File: config.mk
export PLATFORM = sky130hd
export DESIGN_NAME = softmax_out_wdma
export DESIGN_NICKNAME = d
export VERILOG_FILES = /design/src/rtl/softmax_out_wdma_pkg.sv /design/src/rtl/softmax_out_wdma_addr_gen.sv /design/src/rtl/softmax_out_wdma.sv
export SDC_FILE = /design/constraint.sdc
export NUM_CORES = 1
export LEC_CHECK = 0
export CORE_MARGIN = 4
export CORE_UTILIZATION = 30
export CTS_CLUSTER_DIAMETER = 30
export CTS_CLUSTER_SIZE = 10
export DETAILED_ROUTE_END_ITERATION = 8
export SLEW_MARGIN = 10
export SYNTH_ARGS = -nofsm -noshare
export SYNTH_HDL_FRONTEND = slang
export SYNTH_HIERARCHICAL = 1
export SYNTH_SLANG_ARGS = --single-unit
File: constraint.sdc
create_clock -name clk -period 8.5 [get_ports clk]
set_clock_uncertainty 0.15 [all_clocks]
set_input_delay 1.7 -clock clk [delete_from_list [all_inputs] [get_ports clk]]
set_output_delay 1.7 -clock clk [all_outputs]
set_load 0.1 [all_outputs]
File: src/rtl/softmax_out_wdma_pkg.sv
// Shared constants, packet layout and FSM encoding for the softmax write DMA.
// Optional feature macro: SOFTMAX_WDMA_WAIT_RSP_EN.
package softmax_out_wdma_pkg;
  localparam int MAX_DAT_DW = 8;
  localparam int TOUT = 8;
  localparam int LOG2_TOUT = 3;
  localparam int LOG2_CH = 10;
  localparam int LOG2_H = 11;
  localparam int LOG2_W = 11;
  localparam int CHG_W = LOG2_CH - LOG2_TOUT;
  localparam int AXI_BURST_LEN = 16;
  localparam int LOG2_AXI_BURST_LEN = 4;

  localparam int DAT_W_DEF = MAX_DAT_DW * TOUT;
  localparam int BEAT_BYTES_DEF = DAT_W_DEF / 8;

  localparam int PD_ADDR_LSB = DAT_W_DEF;
  localparam int PD_LEN_LSB = PD_ADDR_LSB + 32;
  localparam int PD_FIRST = PD_LEN_LSB + LOG2_AXI_BURST_LEN;
  localparam int PD_LAST = PD_FIRST + 1;
  localparam int PD_W = PD_LAST + 1;

  typedef enum logic [1:0] {
    ST_IDLE,
    ST_BURST,
    ST_WAIT,
    ST_DONE
  } wdma_st_e;
endpackage

File: src/rtl/softmax_out_wdma_addr_gen.sv
// Burst walker: x/y/c position, row and surface base accumulators,
// current burst address, burst length and final-burst flag.
module wdma_addr_gen
  import softmax_out_wdma_pkg::*;
#(
  parameter int BURST_LEN = AXI_BURST_LEN,
  parameter int LEN_W = LOG2_AXI_BURST_LEN,
  parameter int BEAT_BYTES = BEAT_BYTES_DEF
) (
  input  logic              clk,
  input  logic              rst_n,
  input  logic              i_init,
  input  logic [CHG_W-1:0]  i_ch,
  input  logic [LOG2_H-1:0] i_h,
  input  logic [LOG2_W-1:0] i_w,
  input  logic [31:0]       i_base,
  input  logic [25:0]       i_surf,
  input  logic [15:0]       i_line,
  input  logic              i_adv,
  output logic [31:0]       o_addr,
  output logic [LEN_W-1:0]  o_len,
  output logic              o_last_burst
);
  localparam int BB_SH = $clog2(BEAT_BYTES);

  logic [CHG_W-1:0]  r_ch, r_c;
  logic [LOG2_H-1:0] r_h, r_y;
  logic [LOG2_W-1:0] r_w, r_x;
  logic [25:0]       r_surf;
  logic [15:0]       r_line;
  logic [31:0]       r_row_base;
  logic [31:0]       r_surf_base;
  logic [31:0]       r_addr;

  logic [LOG2_W-1:0] w_rem;
  logic [LOG2_W-1:0] w_nb;
  logic [31:0]       w_step;
  logic [31:0]       w_line32;
  logic [31:0]       w_surf32;
  logic              w_row_end;
  logic              w_last_row;
  logic              w_last_c;

  assign w_rem = r_w - r_x;
  assign w_nb = (w_rem > LOG2_W'(BURST_LEN)) ? LOG2_W'(BURST_LEN) : w_rem;
  assign w_step = 32'(w_nb) << BB_SH;
  assign w_line32 = {16'b0, r_line};
  assign w_surf32 = {6'b0, r_surf};
  assign w_row_end = (w_rem == w_nb);
  assign w_last_row = (r_y == r_h - LOG2_H'(1));
  assign w_last_c = (r_c == r_ch - CHG_W'(1));

  assign o_addr = r_addr;
  assign o_len = LEN_W'(w_nb - LOG2_W'(1));
  assign o_last_burst = w_row_end & w_last_row & w_last_c;

  // Latch the job on init; step to the next burst on each burst completion.
  always_ff @(posedge clk or negedge rst_n) begin
    if (!rst_n) begin
      r_ch <= '0;
      r_h <= '0;
      r_w <= '0;
      r_surf <= '0;
      r_line <= '0;
      r_c <= '0;
      r_y <= '0;
      r_x <= '0;
      r_row_base <= '0;
      r_surf_base <= '0;
      r_addr <= '0;
    end else if (i_init) begin
      r_ch <= i_ch;
      r_h <= i_h;
      r_w <= i_w;
      r_surf <= i_surf;
      r_line <= i_line;
      r_c <= '0;
      r_y <= '0;
      r_x <= '0;
      r_row_base <= i_base;
      r_surf_base <= i_base;
      r_addr <= i_base;
    end else if (i_adv) begin
      if (!w_row_end) begin
        r_x <= r_x + w_nb;
        r_addr <= r_addr + w_step;
      end else if (!w_last_row) begin
        r_x <= '0;
        r_y <= r_y + LOG2_H'(1);
        r_row_base <= r_row_base + w_line32;
        r_addr <= r_row_base + w_line32;
      end else begin
        r_x <= '0;
        r_y <= '0;
        r_c <= r_c + CHG_W'(1);
        r_surf_base <= r_surf_base + w_surf32;
        r_row_base <= r_surf_base + w_surf32;
        r_addr <= r_surf_base + w_surf32;
      end
    end
  end
endmodule

File: src/rtl/softmax_out_wdma.sv
// Softmax output write DMA: stream beats into MCIF write bursts.
// Optional macro SOFTMAX_WDMA_WAIT_RSP_EN: wait for all burst responses.
module softmax_out_wdma
  import softmax_out_wdma_pkg::*;
#(
  parameter int DAT_W = DAT_W_DEF,
  parameter int BURST_LEN = AXI_BURST_LEN,
  parameter int LEN_W = LOG2_AXI_BURST_LEN,
  parameter int BEAT_BYTES = DAT_W / 8
) (
  input  logic                      clk,
  input  logic                      rst_n,
  input  logic                      start,
  input  logic [CHG_W-1:0]          ch_div_Tout,
  input  logic [LOG2_H-1:0]         h,
  input  logic [LOG2_W-1:0]         w,
  input  logic [31:0]               base_addr,
  input  logic [25:0]               surface_stride,
  input  logic [15:0]               line_stride,
  input  logic                      dat_in_vld,
  input  logic [DAT_W-1:0]          dat_in_pd,
  output logic                      dat_in_rdy,
  output logic                      wr_req_vld,
  input  logic                      wr_req_rdy,
  output logic [2+LEN_W+32+DAT_W-1:0] wr_req_pd,
  input  logic                      wr_rsp_complete,
  output logic                      wdma_done,
  output logic                      busy
);
  wdma_st_e         r_state;
  logic [LEN_W-1:0] r_beat;
  logic             r_done;
  logic             r_busy;

  logic             w_in_burst;
  logic             w_fire;
  logic             w_first;
  logic             w_last;
  logic             w_adv;
  logic             w_init;
  logic             w_zero;
  logic             w_last_burst;
  logic             w_rsp_idle;
  logic [31:0]      w_addr;
  logic [LEN_W-1:0] w_len;

  assign w_in_burst = (r_state == ST_BURST);
  assign wr_req_vld = dat_in_vld & w_in_burst;
  assign dat_in_rdy = wr_req_rdy & w_in_burst;
  assign w_fire = dat_in_vld & wr_req_rdy & w_in_burst;
  assign w_first = (r_beat == '0);
  assign w_last = (r_beat == w_len);
  assign w_adv = w_fire & w_last;
  assign w_init = start & (r_state == ST_IDLE);
  assign w_zero = (ch_div_Tout == '0) | (h == '0) | (w == '0);
  assign wr_req_pd = {w_last, w_first, w_len, w_addr, dat_in_pd};
  assign wdma_done = r_done;
  assign busy = r_busy;

  wdma_addr_gen #(
    .BURST_LEN (BURST_LEN),
    .LEN_W     (LEN_W),
    .BEAT_BYTES(BEAT_BYTES)
  ) u_addr_gen (
    .clk         (clk),
    .rst_n       (rst_n),
    .i_init      (w_init),
    .i_ch        (ch_div_Tout),
    .i_h         (h),
    .i_w         (w),
    .i_base      (base_addr),
    .i_surf      (surface_stride),
    .i_line      (line_stride),
    .i_adv       (w_adv),
    .o_addr      (w_addr),
    .o_len       (w_len),
    .o_last_burst(w_last_burst)
  );

`ifdef SOFTMAX_WDMA_WAIT_RSP_EN
  logic [LEN_W+3:0] r_outst;
  logic             w_dec;

  assign w_dec = wr_rsp_complete & (r_outst != '0);
  assign w_rsp_idle = (r_outst == '0);

  // Count bursts issued but not yet acknowledged by the memory side.
  always_ff @(posedge clk or negedge rst_n) begin
    if (!rst_n) begin
      r_outst <= '0;
    end else if (w_init) begin
      r_outst <= '0;
    end else if (w_adv & !w_dec) begin
      r_outst <= r_outst + (LEN_W+4)'(1);
    end else if (!w_adv & w_dec) begin
      r_outst <= r_outst - (LEN_W+4)'(1);
    end
  end
`else
  logic w_unused_rsp;

  assign w_unused_rsp = wr_rsp_complete;
  assign w_rsp_idle = 1'b1;
`endif

  // Job sequencer with registered done pulse and busy flag.
  always_ff @(posedge clk or negedge rst_n) begin
    if (!rst_n) begin
      r_state <= ST_IDLE;
      r_beat <= '0;
      r_done <= 1'b0;
      r_busy <= 1'b0;
    end else begin
      unique case (r_state)
        ST_IDLE: begin
          r_beat <= '0;
          if (start) begin
            if (w_zero) begin
              r_state <= ST_DONE;
              r_done <= 1'b1;
            end else begin
              r_state <= ST_BURST;
              r_busy <= 1'b1;
            end
          end
        end
        ST_BURST: begin
          if (w_adv) begin
            r_beat <= '0;
            if (w_last_burst) begin
`ifdef SOFTMAX_WDMA_WAIT_RSP_EN
              r_state <= ST_WAIT;
`else
              r_state <= ST_DONE;
              r_done <= 1'b1;
              r_busy <= 1'b0;
`endif
            end
          end else if (w_fire) begin
            r_beat <= r_beat + LEN_W'(1);
          end
        end
        ST_WAIT: begin
          if (w_rsp_idle) begin
            r_state <= ST_DONE;
            r_done <= 1'b1;
            r_busy <= 1'b0;
          end
        end
        ST_DONE: begin
          r_state <= ST_IDLE;
          r_done <= 1'b0;
        end
        default: begin
          r_state <= ST_IDLE;
        end
      endcase
    end
  end
endmodule
==> results of run 1 <==
## cells in the final DEF (no fill, tap or decap), types with 54 or more instances in the layout
master,n
a21oi_1,103
xnor2_1,65
dfrtp_1,204
inv_1,68
ha_1,83
nor2_1,103
mux2_2,76
nand2_1,127
clkdlybuf4s50_1,145
nand3_1,65
o21ai_0,97
clkbuf_16,54
## area by class of cell
type | instances | area, um2 | area share, %
clock inverters | 32 | 498 | 2.63
inverters | 69 | 259 | 1.37
flip-flops and latches | 204 | 5100 | 27.0
well taps | 672 | 841 | 4.44
repair buffers | 174 | 1680 | 8.85
clock buffers | 68 | 1470 | 7.78
multi-input cells | 1299 | 9090 | 48.0
## metrics by stage
step	total power, mW	instances	cell area (um2)	utilization, %
after floorplan	1.89	1714	15200	-
after global placement	2.02	2418	17000	33.9
final	4.22	2518	18900	37.8
after global routing	4.39	2518	18900	37.8
after CTS	4.25	2518	18900	37.8
after detailed placement	2.04	2418	17000	33.9
## routing by layer
metal / wire [um] / global-route usage, % / part of all wire [%] / vias to the layer above
met4: 1720 / 7.02 / 3.4 / 0
met5: 0 / 0 / 0 / -
li1: - / - / - / 6422
met3: 3220 / 3.34 / 6.4 / 94
met1: 21900 / 23.8 / 43 / 6809
met2: 23800 / 30.2 / 47 / 494
## cell families (layout without fill, tap and decap cells)
kind of cell / after synthesis / count (layout) / share of synthesized area [%]
and+or+nand+nor: 529 / 529 / 17.8
AOI/OAI and AO/OA: 468 / 468 / 20.9
buffers and inverters: 211 / 343 / 7.02
DFF: 204 / 204 / 33.6
muxes: 102 / 102 / 7.35
xor gates and xnor gates: 101 / 101 / 5.82
adders and majority gates: 88 / 88 / 7.49
other: 1 / 11 / 0.0247
## worst register-to-register path: cells and delay by family (launching register included)
| family | cells | cell delay (ns) |
|---|---|---|
| buffers and inverters | 6 | 1.14 |
| adders and majority gates | 3 | 0.83 |
| DFF | 1 | 0.35 |
| xor gates and xnor gates | 3 | 0.80 |
| AOI/OAI and AO/OA | 5 | 1.24 |
| and+or+nand+nor | 7 | 2.00 |
## power by group through the flow
stage | clock (mW) | combinational [mW] | sequential (mW)
final | 2.18 | 0.942 | 1.10
after CTS | 2.22 | 0.936 | 1.10
after global routing | 2.27 | 1.02 | 1.10
after floorplan | 0 | 0.604 | 1.28
after detailed placement | 0 | 0.929 | 1.11
after global placement | 0 | 0.915 | 1.11
## worst paths after layout
path / from / end / slack (ns) / cells after the start
max: u_addr_gen/r_w[0] / wr_req_pd[101] / 1.34 / 19
max in group asynchronous: rst_n / u_addr_gen/r_surf[10] / 5.83 / 2
max reg2reg: u_addr_gen/r_w[0] / u_addr_gen/r_surf_base[21] / 1.93 / 24
min in group asynchronous: rst_n / u_addr_gen/r_line[6] / 1.04 / 1
min reg2reg: u_addr_gen/o_addr[1] / u_addr_gen/o_addr[1] / 0.36 / 1
min: u_addr_gen/o_addr[1] / u_addr_gen/o_addr[1] / 0.36 / 1
## sequential cells by signal (all words and copies together) (netlist names)
name / flops
r_state: 2
u_addr_gen/r_x: 11
u_addr_gen/r_ch: 7
u_addr_gen/o_addr: 32
busy: 1
u_addr_gen/r_line: 16
u_addr_gen/r_surf_base: 32
u_addr_gen/r_y: 11
r_beat: 4
u_addr_gen/r_c: 7
u_addr_gen/r_surf: 26
u_addr_gen/r_row_base: 32
wdma_done: 1
u_addr_gen/r_w: 11
u_addr_gen/r_h: 11
==> metrics.cfg, run 1 <==
[placement]
portBuffers = 149
dp_hpwl_um = 37600
place_congestion = 0.911
dp_worst_setup_slack_ns = 2.01

[drt]
wl_per_cell_um = 20.1
ant_nets = 0
vias = 13800
drtIter0Drc = 993
drt_wl_total_um = 50700
vias_per_cell = 5.49
dr.pass1.iters = 5
drc = 0

[global_routing]
overflow = 0
grt.total_usage_pct = 18.3
grt_pass1_vias = 13700
grt_pass1_wl_um = 78200
grt_start_max_net_pins = 95
grt_antenna_before_repair = 0

[worst_setup_path]
slowest_stage = fa_1
cp-start-kind = flip-flop
cp-end-kind = output port
criticalPathCategory = reg2out
worstPathCellList = inv_1 -> ha_1 -> inv_1 -> fa_1 -> a21oi_1 -> o211ai_1 -> a2111o_1 -> o211ai_1 -> xnor2_1 -> nand3_1 -> buf_4 -> nor2_1 -> inv_1 -> ha_1 -> xor2_1 -> xnor2_1 -> nand4_2 -> inv_1 -> buf_4
crit_path_frequent_cell = inv_1
crit_fanout = 30
crit_arrival_ns = 5.31
worstPathRequired_ns = 6.65
cpPeakStageDelay_ns = 0.42
crit_buf_inv = 6
cp_top_family = buffers and inverters

[floorplan]
dieArea_mm2 = 0.0543
fp-row-count = 82
die_y_um = 233
initial_core_util_pct = 30.3
pin_count = 279
core_area_mm2 = 0.0501
fp.dieW_um = 233

[timing]
fmax_ghz = 0.140
hold_ws_ns = 0.357
final_hold_viol_count = 0
post-route-period-util_pct = 84.3
finalSetupTns_ns = 0
period_minus_slack_ns = 7.16
relSlewSlack_pct = 25.5
worst_slew_pin_slew_ns = 1.11
rsz0062_at_grt = no
layout_setup_ws_ns = 1.34
setup_violations = 0
slew_violations = 0

[power_and_ir_drop]
combinationalPowerShare_pct = 22.3
p_sw_mw = 1.34
p_per_area_mw_per_mm2 = 223
p_sw_share_pct = 31.7
peakVddDrop_uv = 219
seqPwrFrac_pct = 26.0
clock_power_share_pct = 51.7
p_int_mw = 2.88
leakage_nw = 8.38

[synthesis]
syn_area_mm2 = 0.0152
synth.largest_area_cell = dfrtp_1
ys_warn_count = 6
synth.top_cell.area_share_pct = 33.6
synth_most_common_cell = dfrtp_1
syn_inst = 1704
synth_seq_area_share_pct = 33.6
synth_edf_count = 0
async_flop_share_pct = 100
synth-seq-cells = 204
syn_area_per_cell_um2 = 8.92
synthDistinctLibCells = 93
yosys-top-cells-area = dfrtp_1 34%, ha_1 6.8%, mux2_2 5.6%, xnor2_1 3.7%, a21oi_1 3.4%
yosys_most_used_dff = dfrtp_1
synth_commonest_cells = 204 x dfrtp_1, 127 x nand2_1, 103 x a21oi_1, 103 x nor2_1, 97 x o21ai_0

[cells_and_area]
drive_gt1_share_pct = 12.5
diodes = 0
nNetsFinal = 2063
nFillCells = 5140
synthToLayoutAreaGrowth_pct = 24.6

[clock_tree]
cts_hold_buf = 0
cts_resized = 0
clock_latency_ns = 0.60
clock-sinks = 204
cts_max_level = 2
cts.path.max_buffers = 3
cts-root-buf = clkbuf_16
cts.clk_slew.worst_paths_ns = 0.04
cts_buffers = 54
cts_tree = built
cts_setup_buffers = 0

[run]
drv_cap = 0

[min_path]
hold_class = reg2reg

[run_status]
status = completed

No activity file was read; power rests on OpenSTA's default activity.
==> run 2, diff against run 1 <==
==> constraint.sdc (replaced) <==
create_clock -name clk -period 6.2 [get_ports clk]
set_clock_uncertainty 0.15 [all_clocks]
set_input_delay 1.24 -clock clk [delete_from_list [all_inputs] [get_ports clk]]
set_output_delay 1.24 -clock clk [all_outputs]
set_load 0.1 [all_outputs]
==> metrics.cfg, run 2 (synthesized netlist as in run 1, its figures left out) <==
[timing]
post-route-period-util_pct = 95.0
slew_violations = 0  ; unchanged
hold_ws_ns = 0.348  ; -0.00881 ns
setup_violations = 0  ; unchanged
final_hold_viol_count = 0  ; unchanged
period_minus_slack_ns = 5.89
relSlewSlack_pct = 20.0  ; -5.5 points
fmax_ghz = 0.170
worst_slew_pin_slew_ns = 1.20  ; +0.0819 ns
rsz0062_at_grt = no
finalSetupTns_ns = 0  ; unchanged

[drt]
drt_wl_total_um = 51000  ; +0.57%
ant_nets = 0  ; unchanged
wl_per_cell_um = 20.1  ; about the same
drtIter0Drc = 1052  ; +5.9%
dr.pass1.iters = 7  ; +2
drc = 0  ; unchanged
vias = 13800  ; -0.072%
vias_per_cell = 5.45  ; -0.70%

[floorplan]
fp.dieW_um = 233  ; unchanged
dieArea_mm2 = 0.0543  ; unchanged
initial_core_util_pct = 30.3  ; unchanged
fp-row-count = 82  ; unchanged
die_y_um = 233  ; unchanged
core_area_mm2 = 0.0501  ; unchanged
pin_count = 279  ; unchanged

[worst_setup_path]
crit_buf_inv = 4  ; -2
crit_fanout = 6  ; -80%
criticalPathCategory = reg2out
worstPathCellList = inv_1 -> ha_1 -> nor2b_1 -> o2111ai_2 -> nand3_1 -> or3_1 -> a211o_1 -> nor3_1 -> nand2_1 -> ha_4 -> clkinvlp_4 -> xnor2_2 -> nand4_2 -> inv_1 -> buf_12
cp-end-kind = output port
cpPeakStageDelay_ns = 0.41  ; about the same
cp_top_family = simple AND/OR/NAND/NOR gates
slowest_stage = or3_1
cp-start-kind = flip-flop
crit_arrival_ns = 4.50  ; -0.81 ns
worstPathRequired_ns = 4.81  ; -1.84 ns
crit_path_frequent_cell = inv_1

[placement]
portBuffers = 149  ; unchanged
place_congestion = 0.922  ; +1.2%
dp_hpwl_um = 37700  ; +0.15%

[cells_and_area]
nNetsFinal = 2076  ; +0.63%
synthToLayoutAreaGrowth_pct = 26.9
final_common_cell = dfrtp_1
drive_gt1_share_pct = 14.0  ; +1.5 points
diodes = 0  ; unchanged
layout_common_cells = 204 x dfrtp_1, 143 x clkdlybuf4s50_1, 127 x nand2_1
nFillCells = 5045  ; -1.8%

[clock_tree]
clock-sinks = 204  ; unchanged
cts.clk_slew.worst_paths_ns = 0.05  ; about the same
clock_latency_ns = 0.61  ; about the same
cts_max_level = 2  ; unchanged
cts-root-buf = clkbuf_16
cts_tree = built
cts_buffers = 58  ; +7.4%
cts.path.max_buffers = 3  ; unchanged

[global_routing]
grt_start_max_net_pins = 167  ; +76%
overflow = 0  ; unchanged
grt.total_usage_pct = 18.3  ; about the same
grt_pass1_vias = 13600  ; -0.66%
grt_pass1_wl_um = 78300  ; +0.14%
grt_antenna_before_repair = 0  ; unchanged

[run_status]
status = completed

[min_path]
hold_class = reg2reg

[power_and_ir_drop]
peakVddDrop_uv = 217  ; -1.1%
p_per_area_mw_per_mm2 = 310  ; +39%
leakage_nw = 8.55  ; +2.0%

[run]
drv_cap = 0  ; unchanged

run 2: cell count changes in the layout (fill, tap and decap cells not counted), moves of 3 or more:
cell	previous run	this run
buf_12	0	7
clkinv_4	0	3
buf_4	28	32
clkbuf_1	7	4
clkbuf_8	8	14
clkbuf_16	54	58
run 2: layout make-up:
cell class | instances | area [um2] | share of cell area, %
inverters | 69 | 267 | 1.38
clock inverters | 32 | 453 | 2.35
multi-input cells | 1299 | 9150 | 47.5
flip-flops and latches | 204 | 5100 | 26.5
well taps | 672 | 841 | 4.36
clock buffers | 75 | 1650 | 8.53
repair buffers | 183 | 1830 | 9.46
run 2: path summary, 6_finish.rpt:
check	endpoint	depth (start not counted)	slack, ns	from
min reg2reg	u_addr_gen/r_row_base[14]	2	0.35	u_addr_gen/r_row_base[14]
min in group asynchronous	u_addr_gen/r_w[7]	1	0.59	rst_n
min	u_addr_gen/r_row_base[14]	2	0.35	u_addr_gen/r_row_base[14]
max reg2reg	u_addr_gen/r_c[6]	20	0.50	u_addr_gen/r_x[1]
max	wr_req_pd[101]	15	0.31	u_addr_gen/r_x[1]
max in group asynchronous	u_addr_gen/r_surf[19]	2	4.18	rst_n
run 2: worst register-to-register path: stages, from the launching register on:
cell        delay, ns
dfrtp_1          0.39
inv_1            0.17
ha_1             0.26
nor2b_1          0.16
o2111ai_2        0.28
nand3_1          0.18
or3_1            0.41
a211o_1          0.39
nor3_1           0.27
nand2_1          0.22
ha_4             0.32
clkinvlp_4       0.12
xnor2_2          0.18
nand4_2          0.18
nor2_1           0.13
buf_4            0.24
nand4_1          0.27
or4_1            0.47
buf_4            0.24
nor3_2           0.21
mux2_2           0.36
run 2: layer usage:
layer	global-route usage (%)	wire, um	part of all wire, %
met5	0	0	0
met4	5.77	1400	2.7
met3	3.65	2980	5.9
met2	30.2	24100	47
met1	24.2	22500	44
run 2: where the power goes:
group	internal, mW	leakage [nW]	total (mW)	switching [mW]
Sequential	1.41	2.70	1.51	0.0953
Combinational	0.481	4.83	1.32	0.839
Clock	2.23	1.03	3.16	0.932
Total	4.12	8.55	5.99	1.87
run 2: what timing repair did:
| item | CTS | global route |
|---|---|---|
| resized for setup | 2 | 2 |
| pin swaps | 0 | 3 |
| endpoints found under the setup margin | 1 | 4 |
| endpoints found under the hold margin | 0 | 0 |
| setup buffers | 0 | 4 |
| hold buffers | 0 | 0 |
| gates cloned | 0 | 0 |
run 2: per-stage QoR:
| stage | total power [mW] | util [%] | cell area (um2) | setup slack [ns] | instances |
|---|---|---|---|---|---|
| final | 5.99 | 38.5 | 19300 | 0.309 | 2534 |
| after global placement | 2.80 | 34.2 | 17100 | 0.309 | 2423 |
| after detailed placement | 2.82 | 34.2 | 17100 | 0.233 | 2423 |
| after floorplan | 2.60 | - | 15300 | 0.00276 | 1714 |
| after CTS | 6.02 | 38.4 | 19200 | 0.0860 | 2530 |
| after global routing | 6.25 | 38.5 | 19300 | 0.0440 | 2534 |
